### src/rtl/rca_word_serial_ctrl.sv
// Word-serial wrapper around an external N-bit ripple-carry adder: chains carry
// between LSW-first operand words and registers each sum word into an output stream.
module rca_word_serial_ctrl #(
   parameter int N         = 4,
   parameter int MAX_WORDS = 4
) (
   input  logic         clk,
   input  logic         rst,
   input  logic         cin_init,
   input  logic         in_valid,
   output logic         in_ready,
   input  logic [N-1:0] in_a,
   input  logic [N-1:0] in_b,
   input  logic         in_first,
   input  logic         in_last,
   output logic [N-1:0] rca_a,
   output logic [N-1:0] rca_b,
   output logic         rca_cin,
   input  logic [N-1:0] rca_sum,
   input  logic         rca_cout,
   output logic         out_valid,
   input  logic         out_ready,
   output logic [N-1:0] out_sum,
   output logic         out_last,
   output logic         out_cout,
   output logic         out_ovf,
   output logic         out_err
);

   localparam int CW = $clog2(MAX_WORDS + 1);

   typedef enum logic {IDLE, ACTIVE} state_t;

   state_t        state, state_nx;
   logic          carry_q;
   logic [CW-1:0] count, count_nx, count_inc;
   logic          accept, restart, word_last, err_nx, ovf_nx;

   assign in_ready = !out_valid | out_ready;
   assign accept   = in_valid & in_ready;

   // A fresh packet (from IDLE or an early in_first) always restarts the carry chain.
   assign restart  = (state == IDLE) | in_first;
   assign rca_a    = in_a;
   assign rca_b    = in_b;
   assign rca_cin  = restart ? cin_init : carry_q;

   always_comb begin
      count_inc = restart ? CW'(1) : count + 1'b1;
      word_last = in_last | (count_inc == CW'(MAX_WORDS));
      err_nx    = ((state == ACTIVE) & in_first) |
                  (!in_last & (count_inc == CW'(MAX_WORDS)));
      ovf_nx    = word_last & (in_a[N-1] == in_b[N-1]) & (rca_sum[N-1] != in_a[N-1]);
      state_nx  = state;
      count_nx  = count;
      if (accept) begin
         if (word_last) begin
            state_nx = IDLE;
            count_nx = '0;
         end else begin
            state_nx = ACTIVE;
            count_nx = count_inc;
         end
      end
   end

   always_ff @(posedge clk or posedge rst) begin
      if (rst) begin
         state     <= IDLE;
         count     <= '0;
         carry_q   <= 1'b0;
         out_valid <= 1'b0;
         out_sum   <= '0;
         out_last  <= 1'b0;
         out_cout  <= 1'b0;
         out_ovf   <= 1'b0;
         out_err   <= 1'b0;
      end else begin
         state <= state_nx;
         count <= count_nx;
         if (accept) begin
            carry_q   <= rca_cout;
            out_valid <= 1'b1;
            out_sum   <= rca_sum;
            out_last  <= word_last;
            out_cout  <= word_last & rca_cout;
            out_ovf   <= ovf_nx;
            out_err   <= err_nx;
         end else if (out_ready) begin
            out_valid <= 1'b0;
         end
      end
   end

endmodule

### config.mk
export PLATFORM = sky130hd
export DESIGN_NAME = rca_word_serial_ctrl
export DESIGN_NICKNAME = d
export VERILOG_FILES = /design/src/rtl/rca_word_serial_ctrl.sv
export SDC_FILE = /design/constraint.sdc
export NUM_CORES = 1
export LEC_CHECK = 0
export ABC_CLOCK_PERIOD_IN_PS = 3600
export CORE_MARGIN = 5
export CORE_UTILIZATION = 36
export DETAILED_ROUTE_END_ITERATION = 16
export PLACE_DENSITY = 0.74
export REMOVE_ABC_BUFFERS = 1
export SYNTH_ARGS = -nofsm -noshare
export SYNTH_HDL_FRONTEND = slang
export SYNTH_SLANG_ARGS = --single-unit
### constraint.sdc
create_clock -name clk -period 3.6 [get_ports clk]
set_clock_uncertainty 0.2 [all_clocks]
set_input_delay 0.36 -clock clk [delete_from_list [all_inputs] [get_ports clk]]
set_output_delay 0.36 -clock clk [all_outputs]
set_load 0.03 [all_outputs]
==> metrics.csv <==
metric,value,unit
cts_buffers,3,
p_switching,0.000129,W
setup_violations,0,
status,finished clean,
hold_viol,0,
syn_inst,75,
swShare,30.6,%
drc,0,
clock-sinks,14,
max_cap_violations,0,
synth_area_leader_cell,dfrtp_1,
clkTransAtPathRegs,0.08,ns
final_antenna_net_count,0,
postLayoutCoreUtil,50.7,%
worstSkewPairLatency,0.28,ns
crit_required,3.04,ns
routedWlPerCell,12.4,um
cts-htree-levels,1,
clockBufferDepth,2,
routed_wl,1.52,mm
worstMarginPinSlew,0.524,ns
setup_slack,1.06,ns
post_cts_buffers,0,
path_class,in -> out,
start_util,37.8,%
internal_power,0.000293,W
p_comb_share,29.6,%
yosysUniqueCellTypes,29,
synth_area,741,um2
insertedDiodeCount,0,
layout-drive-gt1-share,12.6,%
grt_usage,11.2,%
yosysSeqAreaShare,47.3,%
yosysWarnings,0,
fp-row-count,16,
tritoncts,built,
worst_setup_path_start_kind,input port,
syn_to_final_growth,34.3,%
hold_buffers,0,
grt_max_degree,15,
synth.area.top_cells,"dfrtp_1 (47%), nand2_1 (10%), buf_4 (8.1%)",
grt_pass1_vias,625,
synth-seq-cells,14,
first_pass_iters,4,
initialDrtViolationCount,7,
grt_pass1_wl,2.72,mm
slew_viol_final,0,
clock.fmax,394,MHz
worstPathArrival,1.98,ns
dp_hpwl,1.18,mm
fin_tns_setup,0,ns
core,0.00196,mm2
floorplan.die_area,0.00306,mm2
clockPowerShare,26.3,%
ir_drop,0.000185,V
ios,39,
fin_area,995,um2
rsz0062_at_grt,no,
crit_path_end_kind,output pin,
cts_root_buf,clkbuf_4,
synth.top_cell.area_share,47.3,%
seqPwrFrac,44.1,%
place_area,958,um2
holdCritPathClass,in -> async,
via_per_inst,4.67,
finalCritPeriodShare,70.6,%
pre_cts_ws,1.05,ns
layout.cells.non_filler,122,
nets,117,
port_buffers,26,
antenna_found_initial,0,
grt-ovfl-total,0,
fillers,192,
postSynthAreaPerCell,9.88,um2
p_per_area,424,mW/mm2
gp_congestion,0.728,
p_leak,0.457,nW
vias,570,
regArea,350,um2
die_width,55.4,um
worstPathMaxFanout,3,
multi_input_area,303,um2
fin_crit,2.54,ns
cts_resized,0,
dieHeight,55.4,um
max_slew_margin,65.0,%
dpl.cell_count,118,
## cells in the mapped netlist
cell type,number
nand2_1,20
dfrtp_1,14
buf_4,8
nor2_1,4
a21oi_1,2
inv_1,2
mux2_1,2
o21ai_1,2
a21o_1,1
a21oi_2,1
a31oi_1,1
and2_1,1
buf_2,1
buf_6,1
ha_1,1
inv_2,1
mux2_4,1
nand2b_1,1
nand2b_2,1
nand2b_4,1
nand3_1,1
nor3_4,1
nor3b_2,1
nor4b_1,1
o21ai_0,1
o2bb2ai_1,1
o31ai_1,1
o31ai_2,1
xor2_1,1
## kinds of logic (layout without fill, tap and decap cells)
logic type               Yosys count  after routing  share of synthesized area, %
adder cells (fa/ha/maj)            1              1                          1.69
AO/OA/AOI/OAI                     11             11                          10.3
XOR/XNOR                           1              1                          1.18
buffers and inverters             13             33                          11.8
flip-flops                        14             14                          47.3
AND/OR/NAND/NOR                   32             32                          22.6
multiplexers                       3              3                          5.07
## critical path: stages
cell and delay (ns):
clkdlybuf4s50_1 0.51, nand2b_2 0.18, mux2_1 0.33, clkdlybuf4s50_1 0.60
## power groups by stage
stage / clock network (W) / logic [W] / registers, W
after floorplan: 0 / 0.0000449 / 0.000212
after global placement: 0 / 0.000125 / 0.000189
after detailed placement: 0 / 0.000127 / 0.000189
after CTS: 0.000117 / 0.000127 / 0.000186
after global routing: 0.000124 / 0.000135 / 0.000189
final: 0.000111 / 0.000125 / 0.000186
## flip-flops by register name (all words and copies together) (netlist names)
register	count
out_last	1
carry_q	1
count	3
out_err	1
out_ovf	1
state	1
out_cout	1
out_valid	1
out_sum	4
## placed cells by master, fill, tap and decap left out
cell type / count
nand2b_1: 1
nand2_1: 20
a21oi_2: 1
o2bb2ai_1: 1
ha_1: 1
dfrtp_1: 14
nor2_1: 4
nor4b_1: 1
o31ai_2: 1
a21o_1: 1
xor2_1: 1
clkbuf_4: 3
nand3_1: 1
clkbuf_8: 1
a21oi_1: 2
o31ai_1: 1
mux2_1: 2
inv_2: 1
inv_1: 2
o21ai_1: 2
nand2b_2: 1
nand2b_4: 1
nor3b_2: 1
mux2_4: 1
and2_1: 1
a31oi_1: 1
nor3_4: 1
clkdlybuf4s50_1: 26
o21ai_0: 1
## layer usage
layer  part of all wire [%]  up-vias  routed length, um  track usage (%)
li1                       -      280                  -                -
met1                     43      264                649             12.3
met2                     50       24                764             17.7
met3                    5.8        2                 88             4.90
met4                   0.92        0                 14             6.25
met5                      0        -                  0                0
## layout make-up
type,instances,share of cell area (%)
Sequential cell,14,35.2
Timing Repair Buffer,26,26.2
Tap cell,27,3.40
Clock buffer,4,3.65
Inverter,3,1.13
Multi-Input combinational cell,48,30.4
## through the flow
| stage | hold WS (ns) | total power (W) |
|---|---|---|
| after detailed placement | 0.270 | 0.000316 |
| after global routing | 0.242 | 0.000448 |
| final | 0.208 | 0.000422 |
| after floorplan | 0.0492 | 0.000257 |
| after CTS | 0.214 | 0.000431 |
| after global placement | 0.260 | 0.000314 |
## final timing paths
path	start	endpoint	slack, ns	cells past startpoint
max in group asynchronous	rst	out_last$_DFFE_PP0P_	2.64	2
setup reg to reg	count[0]$_DFFE_PP0P_	state$_DFFE_PP0P_	1.91	4
setup / recovery	in_first	rca_cin	1.06	4
hold reg to reg	carry_q$_DFFE_PP0P_	carry_q$_DFFE_PP0P_	0.29	2
hold / removal	rst	out_valid$_DFFE_PP0P_	0.21	2
min in group clk	carry_q$_DFFE_PP0P_	carry_q$_DFFE_PP0P_	0.29	2
(Power assumes the default switching activity.)
